<file path="src/rtl/dqs_burst_gen.sv">
// DDR3 write DQS strobe pattern generator.
// Produces the per-clock 2-bit pattern and output enable for the ODDR/OBUFDS stage:
// preamble, toggling strobe for len+1 cycles, postamble, then release.
// Back-to-back bursts chain seamlessly when start arrives on the last toggle cycle.
//
// Ports:
//   clk    in   clock, rising edge
//   rst_n  in   asynchronous active-low reset
//   start  in   burst request, taken only while ready=1
//   len    in   burst length minus 1, captured with an accepted start
//   ready  out  start will be accepted this cycle (combinational)
//   busy   out  not idle
//   oe     out  strobe output enable (registered)
//   din    out  DDR pattern, din[0] first half, din[1] second half (registered)
//   done   out  one-cycle pulse on the cycle oe has just fallen
module dqs_burst_gen #(
  parameter int unsigned LEN_WIDTH   = 6,
  parameter int unsigned PRE_CYCLES  = 1,
  parameter int unsigned POST_CYCLES = 1
) (
  input  logic                 clk,
  input  logic                 rst_n,
  input  logic                 start,
  input  logic [LEN_WIDTH-1:0] len,
  output logic                 ready,
  output logic                 busy,
  output logic                 oe,
  output logic [1:0]           din,
  output logic                 done
);

  localparam int unsigned PreW  = (PRE_CYCLES > 1) ? $clog2(PRE_CYCLES) : 1;
  localparam int unsigned PostW = (POST_CYCLES > 1) ? $clog2(POST_CYCLES) : 1;
  localparam int unsigned PpW   = (PreW > PostW) ? PreW : PostW;
  localparam int unsigned CntW  = (LEN_WIDTH > PpW) ? LEN_WIDTH : PpW;

  localparam logic [CntW-1:0] PreLoad  = CntW'(PRE_CYCLES - 1);
  localparam logic [CntW-1:0] PostLoad = CntW'(POST_CYCLES - 1);

  typedef enum logic [1:0] {StIdle, StPre, StToggle, StPost} state_e;

  state_e               state_q;
  logic [CntW-1:0]      cnt_q;
  logic [LEN_WIDTH-1:0] len_q;
  logic                 oe_q;
  logic [1:0]           din_q;
  logic                 done_q;
  logic                 cnt_zero;

  assign cnt_zero = (cnt_q == '0);

  always_ff @(posedge clk or negedge rst_n) begin
    if (!rst_n) begin
      state_q <= StIdle;
      cnt_q   <= '0;
      len_q   <= '0;
      oe_q    <= 1'b0;
      din_q   <= 2'b00;
      done_q  <= 1'b0;
    end else begin
      done_q <= 1'b0;
      unique case (state_q)
        StIdle: begin
          if (start) begin
            state_q <= StPre;
            cnt_q   <= PreLoad;
            len_q   <= len;
            oe_q    <= 1'b1;
            din_q   <= 2'b00;
          end
        end
        StPre: begin
          if (cnt_zero) begin
            state_q <= StToggle;
            cnt_q   <= CntW'(len_q);
            din_q   <= 2'b01;
          end else begin
            cnt_q <= cnt_q - 1'b1;
          end
        end
        StToggle: begin
          if (cnt_zero) begin
            if (start) begin
              // Seamless chaining: keep toggling, reload with the new length.
              cnt_q <= CntW'(len);
              len_q <= len;
            end else begin
              state_q <= StPost;
              cnt_q   <= PostLoad;
              din_q   <= 2'b00;
            end
          end else begin
            cnt_q <= cnt_q - 1'b1;
          end
        end
        StPost: begin
          if (cnt_zero) begin
            state_q <= StIdle;
            oe_q    <= 1'b0;
            done_q  <= 1'b1;
          end else begin
            cnt_q <= cnt_q - 1'b1;
          end
        end
        default: begin
          state_q <= StIdle;
          cnt_q   <= '0;
          oe_q    <= 1'b0;
          din_q   <= 2'b00;
        end
      endcase
    end
  end

  assign ready = (state_q == StIdle) | ((state_q == StToggle) & cnt_zero);
  assign busy  = (state_q != StIdle);
  assign oe    = oe_q;
  assign din   = din_q;
  assign done  = done_q;

endmodule
</file>
<file path="config.mk">
export PLATFORM = sky130hd
export DESIGN_NAME = dqs_burst_gen
export DESIGN_NICKNAME = d
export VERILOG_FILES = /design/src/rtl/dqs_burst_gen.sv
export SDC_FILE = /design/constraint.sdc
export NUM_CORES = 1
export LEC_CHECK = 0
export BUFFER_PORTS_ARGS = -buffer_cell sky130_fd_sc_hd__clkbuf_2
export CAP_MARGIN = 20
export CELL_PAD_IN_SITES_DETAIL_PLACEMENT = 0
export CELL_PAD_IN_SITES_GLOBAL_PLACEMENT = 1
export CORE_ASPECT_RATIO = 1.75
export CORE_UTILIZATION = 44
export DETAILED_ROUTE_END_ITERATION = 10
export GPL_ROUTABILITY_DRIVEN = 1
export PLACE_DENSITY = 0.76
export SYNTH_ARGS = -nofsm -noshare
export SYNTH_HDL_FRONTEND = slang
export SYNTH_SLANG_ARGS = --single-unit
</file>
<file path="constraint.sdc">
create_clock -name clk -period 2.3 [get_ports clk]
set_input_delay 0.46 -clock clk [delete_from_list [all_inputs] [get_ports clk]]
set_output_delay 0.46 -clock clk [all_outputs]
set_load 0.02 [all_outputs]
</file>
==> impl_metrics.env <==
export IMPL_dieHeight_um=67.9
export IMPL_start_util=0.469
export IMPL_synth_compound_area_share=0.235
export IMPL_post_place_ws_ns=0.342
export IMPL_setup_tns_final_ns=0
export IMPL_fill_cells=228
export IMPL_area_growth_pct=12.4
export IMPL_grt_pass1_vias=849
export IMPL_worstSetupPathType="register to output pin"
export IMPL_yosys_warnings=0
export IMPL_drv_cap=0
export IMPL_finalClockSkew_ns=0.00408
export IMPL_place_hpwl_um=1880
export IMPL_multi_input_area_sq_um=619
export IMPL_antenna_found_initial=0
export IMPL_vias=860
export IMPL_drive_above_1_share=0.319
export IMPL_required_ns=1.84
export IMPL_pin_count=15
export IMPL_synth_edff_count=0
export IMPL_synth_xor_xnor_area_share=0
export IMPL_fin_nets=133
export IMPL_clk_pin_slew_ns=0.07
export IMPL_regArea_sq_um=425
export IMPL_first_iter_violations=25
export IMPL_synth_cell_types=39
export IMPL_cp_end_kind="output pin"
export IMPL_firstDrtPassIters=4
export IMPL_p_leak_nw=0.588
export IMPL_die_width_um=39.7
export IMPL_die_area_sq_um=2690
export IMPL_critPathMaxFanout=5
export IMPL_crit_chain="inv_1, ha_1, nor3b_4, and3_4, or2_2, clkbuf_2"
export IMPL_max_freq_ghz=0.456
export IMPL_diodes=0
export IMPL_path_buf_inv=2
export IMPL_fin_crit_sh=0.954
export IMPL_cp_top_family="simple AND/OR/NAND/NOR gates"
export IMPL_outcome="complete, no violations"
export IMPL_synthMuxAreaShare=0.115
export IMPL_cts_max_path_buffers=2
export IMPL_synth_simple_gate_area_frac=0.132
export IMPL_synthMostInstantiatedCell="dfrtp_1"
export IMPL_setup_viol=0
export IMPL_critPathMaxStageDelay_ns=0.42
export IMPL_drv_slew=0
export IMPL_synth_top_cell_by_area="dfrtp_1"
export IMPL_cp_slowest_cell="dfrtp_1"
export IMPL_postRouteAntennaNets=0
export IMPL_synth_area_leaders="dfrtp_1, mux2_4, ha_1"
export IMPL_fin_crit_ns=2.19
export IMPL_synthAdderAreaFrac=0.0802
export IMPL_totalPowerFinal_mw=2.04
export IMPL_io_buffers=13
export IMPL_wl_per_cell_um=17.4
export IMPL_grt_pass1_wl_um=4100
export IMPL_peakVddDrop_mv=0.754
export IMPL_route_detailed_drc=0
export IMPL_yosys_most_used_dff="dfrtp_1"
export IMPL_cts_htree_levels=1
export IMPL_whs_ns=0.122
export IMPL_clock_latency_ns=0.26
export IMPL_async_flop_share=1.00
export IMPL_synth_common_cells="dfrtp_1, ha_1, inv_1, mux2_4"
export IMPL_rows=23
export IMPL_clock_sinks=17
export IMPL_synth_cells=101
export IMPL_hold_path_class="input pin to asynchronous set/reset pin"
export IMPL_cts_tree="yes"
export IMPL_avgSynthCellArea_sq_um=10.8
export IMPL_grt_start_max_net_pins=18
export IMPL_synth_seq_cells=17
export IMPL_power_density_nw_per_um2=1670
export IMPL_worst_setup_path_start_kind="register"
export IMPL_rsz0062_at_grt="no"
export IMPL_cts_root_buf="clkbuf_8"
export IMPL_detail_route_wirelength_um=2460
export IMPL_synth_top_family_by_area="compound AO/OA/AOI/OAI gates"
export IMPL_setup_ws_ns=0.106
export IMPL_synth_area_sq_um=1090
export IMPL_drt_vias_per_instance=6.10
export IMPL_synth_top_area_frac=0.389
export IMPL_routabilityCongestion=0.824
export IMPL_grtUsageTotal=0.228
export IMPL_seq_area_frac_synth=0.389
export IMPL_arrival_ns=1.73
export IMPL_grt_overflow_total=0
export IMPL_syn_nets=117
export IMPL_cts_buffers=3
export IMPL_hold_viol_final=0
export IMPL_core_area_sq_um=2330
==> cells by family after synthesis <==
| logic type | after synthesis |
|---|---|
| AOI/OAI and AO/OA | 32 |
| and+or+nand+nor | 24 |
| DFF | 17 |
| buffers and inverters | 11 |
| muxes | 9 |
| adders and majority gates | 7 |
| other | 1 |
==> metal layers <==
metal,routed length (um),GRT usage
met3,54,0.0292
met4,57,0.103
met1,1030,0.279
met5,0,0
met2,1320,0.381
==> per-stage QoR <==
step	cells	area, sq um	utilization
after floorplan	101	1090	-
after global placement	137	1180	0.506
after detailed placement	137	1180	0.506
after CTS	141	1220	0.525
after global routing	141	1230	0.527
final	141	1230	0.527
==> repair_timing <==
| item | CTS | global route |
|---|---|---|
| endpoints found under the setup margin | 0 | 1 |
| hold buffers | 0 | 0 |
| gates resized for setup | 0 | 1 |
| buffers inserted | 0 | 0 |
| endpoints found under the hold margin | 0 | 0 |
==> sequential cells by signal, indices dropped and copies added (netlist names) <==
| signal | flops |
|---|---|
| len_q | 6 |
| cnt_q | 6 |
| oe | 1 |
| din | 1 |
| state_q | 2 |
| done | 1 |
==> cell type report <==
| type | instances | area share |
|---|---|---|
| tap | 25 | 0.0255 |
| multi-input combinational | 73 | 0.505 |
| timing repair buffer | 15 | 0.0652 |
| clock buffer | 4 | 0.0367 |
| inverter | 7 | 0.0214 |
| sequential | 17 | 0.347 |
==> power breakdown <==
group          internal, mW  leakage [nW]  switching (mW)
Combinational         0.601         0.353           0.678
Clock                 0.123        0.0228           0.105
Sequential            0.432         0.213           0.106
==> layout by cell type, fill, tap and decap left out, types with 3 or more instances in the layout <==
cell	n
inv_1	7
nor3_1	3
a22o_1	4
a32oi_1	5
a21oi_1	4
ha_1	6
clkbuf_8	3
nand2_1	5
nor2_1	5
o22ai_1	3
o31ai_1	3
mux2_4	7
dfrtp_1	17
clkbuf_2	13
==> worst paths after layout <==
path	from	endpoint	slack [ns]	cells past startpoint
max	cnt_q[0]$_DFFE_PN0P_	ready	0.11	6
min	rst_n	len_q[0]$_DFFE_PN0P_	0.12	1
max reg2reg	cnt_q[0]$_DFFE_PN0P_	state_q[1]$_DFFE_PN0P_	0.39	7
min reg2reg	len_q[1]$_DFFE_PN0P_	len_q[1]$_DFFE_PN0P_	0.52	1
max in group asynchronous	rst_n	state_q[0]$_DFFE_PN0P_	1.88	1
min in group clk	len[1]	len_q[1]$_DFFE_PN0P_	0.45	2
No activity file was read; power rests on OpenSTA's default activity.
